==> config.mk <==
export PLATFORM = sky130hd
export DESIGN_NAME = cla_add_arbiter
export DESIGN_NICKNAME = d
export VERILOG_FILES = /design/src/rtl/cla_add_arbiter.sv
export SDC_FILE = /design/constraint.sdc
export NUM_CORES = 1
export LEC_CHECK = 0
export ABC_AREA = 0
export CAP_MARGIN = 20
export CORE_MARGIN = 3
export CORE_UTILIZATION = 46
export CTS_BUF_LIST = sky130_fd_sc_hd__clkbuf_4 sky130_fd_sc_hd__clkbuf_8
export CTS_CLUSTER_DIAMETER = 80
export DETAILED_ROUTE_END_ITERATION = 10
export PLACE_DENSITY = 0.9
export SETUP_SLACK_MARGIN = 0.02
export SKIP_LAST_GASP = 1
export SYNTH_ARGS = -nofsm -noshare
export SYNTH_HDL_FRONTEND = slang
export SYNTH_SLANG_ARGS = --single-unit
==> constraint.sdc <==
create_clock -name clk -period 2.1 [get_ports clk]
set_input_delay 0.42 -clock clk [delete_from_list [all_inputs] [get_ports clk]]
set_output_delay 0.42 -clock clk [all_outputs]
set_load 0.02 [all_outputs]
==> src/rtl/cla_add_arbiter.sv <==
// Round-robin arbiter sharing one WIDTH-bit adder between two requesters.
// Each granted add runs LSB slice first with the carry chained through the slices.
module cla_add_arbiter #(
    parameter int unsigned WIDTH   = 4,
    parameter int unsigned SLICES  = 2,
    parameter int unsigned TIMEOUT = 15
) (
    input  logic                      clk,
    input  logic                      reset,
    input  logic                      req0,
    input  logic                      req1,
    input  logic [WIDTH*SLICES-1:0]   a0,
    input  logic [WIDTH*SLICES-1:0]   b0,
    input  logic [WIDTH*SLICES-1:0]   a1,
    input  logic [WIDTH*SLICES-1:0]   b1,
    input  logic                      cin0,
    input  logic                      cin1,
    output logic                      done0,
    output logic                      done1,
    output logic [WIDTH*SLICES-1:0]   result,
    output logic                      c_out,
    output logic                      err,
    output logic                      busy,
    output logic                      adder_en,
    output logic [WIDTH-1:0]          adder_a,
    output logic [WIDTH-1:0]          adder_b,
    output logic                      adder_c_in,
    input  logic [WIDTH-1:0]          adder_sum,
    input  logic                      adder_c_out,
    input  logic                      adder_ready
);

    localparam int unsigned OpW = WIDTH * SLICES;
    localparam int unsigned TW  = $clog2(TIMEOUT + 1);
    localparam int unsigned SW  = (SLICES > 1) ? $clog2(SLICES) : 1;

    localparam logic [SW-1:0] LastSlice  = SW'(SLICES - 1);
    localparam logic [TW-1:0] TimerLimit = TW'(TIMEOUT - 1);

    typedef enum logic [1:0] {
        StIdle,
        StIssue,
        StWait,
        StDone
    } state_e;

    state_e           state_q, state_d;
    logic             rr_q, rr_d;
    logic             gnt_q, gnt_d;
    logic [OpW-1:0]   a_q, a_d;
    logic [OpW-1:0]   b_q, b_d;
    logic             carry_q, carry_d;
    logic [SW-1:0]    slice_q, slice_d;
    logic [TW-1:0]    timer_q, timer_d;
    logic [OpW-1:0]   result_q, result_d;
    logic             c_out_q, c_out_d;
    logic             err_q, err_d;
    logic             sel;

    always_ff @(posedge clk) begin
        if (reset) begin
            state_q  <= StIdle;
            rr_q     <= 1'b0;
            gnt_q    <= 1'b0;
            a_q      <= '0;
            b_q      <= '0;
            carry_q  <= 1'b0;
            slice_q  <= '0;
            timer_q  <= '0;
            result_q <= '0;
            c_out_q  <= 1'b0;
            err_q    <= 1'b0;
        end else begin
            state_q  <= state_d;
            rr_q     <= rr_d;
            gnt_q    <= gnt_d;
            a_q      <= a_d;
            b_q      <= b_d;
            carry_q  <= carry_d;
            slice_q  <= slice_d;
            timer_q  <= timer_d;
            result_q <= result_d;
            c_out_q  <= c_out_d;
            err_q    <= err_d;
        end
    end

    always_comb begin
        state_d  = state_q;
        rr_d     = rr_q;
        gnt_d    = gnt_q;
        a_d      = a_q;
        b_d      = b_q;
        carry_d  = carry_q;
        slice_d  = slice_q;
        timer_d  = timer_q;
        result_d = result_q;
        c_out_d  = c_out_q;
        err_d    = err_q;
        sel      = 1'b0;

        unique case (state_q)
            StIdle: begin
                if (req0 || req1) begin
                    // With both requesting, the rr pointer names the winner.
                    sel      = (req0 && req1) ? rr_q : req1;
                    gnt_d    = sel;
                    a_d      = sel ? a1 : a0;
                    b_d      = sel ? b1 : b0;
                    carry_d  = sel ? cin1 : cin0;
                    slice_d  = '0;
                    result_d = '0;
                    c_out_d  = 1'b0;
                    err_d    = 1'b0;
                    state_d  = StIssue;
                end
            end
            StIssue: begin
                timer_d = '0;
                state_d = StWait;
            end
            StWait: begin
                // Ready takes priority over a timeout landing on the same cycle.
                if (adder_ready) begin
                    result_d[slice_q*WIDTH +: WIDTH] = adder_sum;
                    carry_d = adder_c_out;
                    if (slice_q == LastSlice) begin
                        c_out_d = adder_c_out;
                        state_d = StDone;
                    end else begin
                        slice_d = slice_q + 1'b1;
                        state_d = StIssue;
                    end
                end else if (timer_q == TimerLimit) begin
                    err_d    = 1'b1;
                    result_d = '0;
                    c_out_d  = 1'b0;
                    state_d  = StDone;
                end else begin
                    timer_d = timer_q + 1'b1;
                end
            end
            StDone: begin
                rr_d    = ~gnt_q;
                state_d = StIdle;
            end
            default: state_d = StIdle;
        endcase
    end

    logic driving;
    assign driving    = (state_q == StIssue) || (state_q == StWait);

    assign adder_en   = (state_q == StIssue);
    assign adder_a    = driving ? a_q[slice_q*WIDTH +: WIDTH] : '0;
    assign adder_b    = driving ? b_q[slice_q*WIDTH +: WIDTH] : '0;
    assign adder_c_in = driving ? carry_q : 1'b0;

    assign done0      = (state_q == StDone) && !gnt_q;
    assign done1      = (state_q == StDone) && gnt_q;
    assign err        = (state_q == StDone) && err_q;
    assign busy       = (state_q != StIdle);
    assign result     = result_q;
    assign c_out      = c_out_q;

endmodule

==> run_results.csv <==
group,metric,value,unit
outcome,status,"complete, no violations",
synthesis,synth_edf_count,0,
finish,drive_above_1_share,12.1,%
route,met3_length,476,µm
finish,num_antenna_cells,0,
route,viasPerCell,5.88,
pwr,power_leakage,0.00113,µW
finish,syn_to_final_growth,43.8,%
worst_setup_path,worstSetupPathType,"flip-flop to primary output",
synthesis,synth.top_cell.area_share,35.2,%
synthesis,synth_common_cells,"36 x dfxtp_1, 36 x nand3_1, 27 x nor2_1",
global_routing,grt_first_pass_wirelength,9700,µm
floorplan,io_pins,67,
worst_setup_path,reg2reg_from,"state_q[0]",
sta,fmax,499,MHz
global_routing,grt_max_degree,29,
synthesis,postSynthCellCount,250,
route,final_antenna_net_count,0,
route,drt_first_iter_violations,127,
route,route.detailed.drc,0,
global_routing,overflow,0,
clock_tree,clock-sinks,36,
synthesis,synth_area_per_cell,8.18,µm²
route,route.met2.wl,2790,µm
sta,hold_viol_final,0,
sta,slew_headroom,69.1,%
floorplan,core,4140,µm²
worst_setup_path,endpoint_kind,"primary output",
finish,fin_nets,373,
worst_setup_path,r2r_cells,6,
clock_tree,clock_latency,0.30,ns
route,routed.top_layer,"met4",
hold_path,min_path_cells,2,
global_routing,grt_usage,23.3,%
clock_tree,clock_path_buffers,2,
route,vias,2194,
worst_setup_path,r2r-end,"carry_q",
route,wirelength,5820,µm
route,first_pass_iters,5,
hold_path,hold_class,"flip-flop to flip-flop",
global_routing,grt_pass1_vias,2089,
synthesis,ys_types,40,
pwr,p_per_area,885,nW/µm²
clock_tree,cts-htree-levels,2,
worst_setup_path,r2r_slack,0.18,ns
floorplan,initial_utilization,49.4,%
synthesis,synth_seq_cells,36,
route,avgRoutedWirePerCell,15.6,µm
synthesis,synth.top_cells.by_area,"dfxtp_1 35%, nand3_1 8.8%, a311oi_1 7.3%",
synthesis,async_reset_ff_share,0,%
sta,setup_viol,0,
synthesis,synth_fp_nets,301,
synthesis,ys_seq_area_share,35.2,%
clock_tree,cts_made_buffers,5,
route,wl_met1,2400,µm
synthesis,synthFlopType,"dfxtp_1",
floorplan,die-width,72.7,µm
flow_run,drv_cap,0,
floorplan,rows,23,
global_routing,antenna_found_initial,0,
worst_setup_path,cp-start-kind,"flip-flop",
hold_path,hp-start,"result[0]",
sta,finalSetupTns,0,ns
worst_setup_path,cp_data_required_time,1.68,ns
sta,worst_pin_slew,0.463,ns
placed_design,port_buffers,66,
floorplan,die_y,72.7,µm
sta,finalMaxSlewViolations,0,
finish,post-route-util,71.0,%
hold_path,worstHoldEndpoint,"result[0]",
placed_design,gp_congestion,0.849,
worst_setup_path,crit_path_max_fanout,4,
clock_tree,post_cts_buffers,0,
pwr,vdd_drop_max,0.000550,V
sta,fin_crit_sh,95.5,%
clock_tree,path_clk_slew,0.07,ns
synthesis,synth_largest_area_cell,"dfxtp_1",
synthesis,yosys_warnings,0,
floorplan,die_area,5280,µm²
sta,clock_skew,0.00751,ns
clock_tree,root_buffer,"clkbuf_8",
placed_design,place_hpwl,4360,µm
synthesis,syn_area,2050,µm²
worst_setup_path,crit_arrival,1.59,ns
clock_tree,tritoncts,"done",
sta,period_needed,2.01,ns
sta,rsz0062_at_grt,"true",
worst max-delay path by stage:
stage                          start          to  slack (ns)  cells past startpoint
after floorplan           state_q[0]  adder_a[0]        0.36                      5
after global placement    state_q[0]  adder_b[2]         0.1                      5
after detailed placement  state_q[1]  adder_b[0]        0.03                      5
after CTS                    slice_q  adder_b[2]        0.04                      3
after global routing      state_q[0]  adder_a[3]       0.007                      5
final                     state_q[1]    adder_en        0.09                      4
metal layers:
| metal | GRT usage [%] | vias up |
|---|---|---|
| li1 | - | 1068 |
| met1 | 29.7 | 1017 |
| met2 | 37.0 | 95 |
| met3 | 5.51 | 14 |
| met4 | 11.1 | 0 |
| met5 | 0 | - |
layout by cell type, fill, tap and decap left out, types with 3 or more instances in the layout:
master / Yosys / final
clkdlybuf4s15_1: 0 / 3
clkdlybuf4s50_1: 0 / 53
dfxtp_1: 36 / 35
dlygate4sd2_1: 0 / 7
nor4_1: 3 / 3
clkbuf_2: 1 / 3
nand3_1: 36 / 36
mux2i_1: 8 / 8
and2_1: 3 / 3
inv_1: 7 / 6
ha_1: 7 / 7
nor2b_1: 8 / 8
nand2b_1: 9 / 9
nand2_1: 5 / 5
o31ai_1: 5 / 5
a311oi_1: 17 / 17
clkbuf_8: 0 / 7
nor2_1: 27 / 27
a21oi_1: 4 / 4
buf_4: 0 / 21
a31oi_1: 4 / 4
a211oi_1: 4 / 4
o2bb2ai_1: 4 / 4
o21ai_0: 18 / 18
cell families (layout without fill, tap and decap cells):
group                    count (synthesis)  count (layout)  synth area share (%)
AO/OA/AOI/OAI                           67              67                  23.9
adder cells (fa/ha/maj)                  7               7                  4.28
buffers and inverters                   30             103                  6.73
flip-flops                              36              36                  35.2
multiplexers                             8               8                  3.91
AND/OR/NAND/NOR                        102             102                  26.0
state kept, by name (all words and copies together) (netlist names):
register / count
slice_q: 1
rr_q: 1
timer_q: 4
result: 8
a_q: 8
b_q: 8
state_q: 2
gnt_q: 1
c_out: 1
carry_q: 1
err_q: 1
per-stage QoR:
step | std cells | cell area [µm²] | total power, µW | setup WS (ns) | hold WS (ns)
final | 373 | 2940 | 2600 | 0.0948 | 0.476
after global routing | 373 | 2940 | 2750 | 0.00681 | 0.502
after CTS | 373 | 2950 | 2600 | 0.0420 | 0.478
after detailed placement | 365 | 2840 | 1960 | 0.0258 | 0.466
after global placement | 365 | 2840 | 1920 | 0.0989 | 0.453
after floorplan | 250 | 2050 | 1490 | 0.360 | 0.432
timing repair:
item | in CTS | in global routing
cloned | 0 | 0
resized for setup | 15 | 10
endpoints found under the setup margin | 13 | 9
hold buffers | 0 | 0
final cells by class:
cell class / count / area, µm²
timing repair buffer: 88 / 815
inverter: 7 / 28.8
clock inverter: 1 / 30.0
multi-input combinational: 184 / 1190
fill: 346 / 1200
sequential: 36 / 722
tap: 50 / 62.6
clock buffer: 7 / 96.3
where the power goes:
part	switching (µW)	total, µW	internal [µW]
clock network	258	677	419
logic	582	1050	472
registers	74.8	873	798
worst max-delay path: stages (launching register included):
cell,delay [ns]
dfxtp_1,0.36
inv_1,0.07
buf_4,0.15
ha_1,0.18
clkdlybuf4s50_1,0.53
Power figures use the tool's default switching activity.
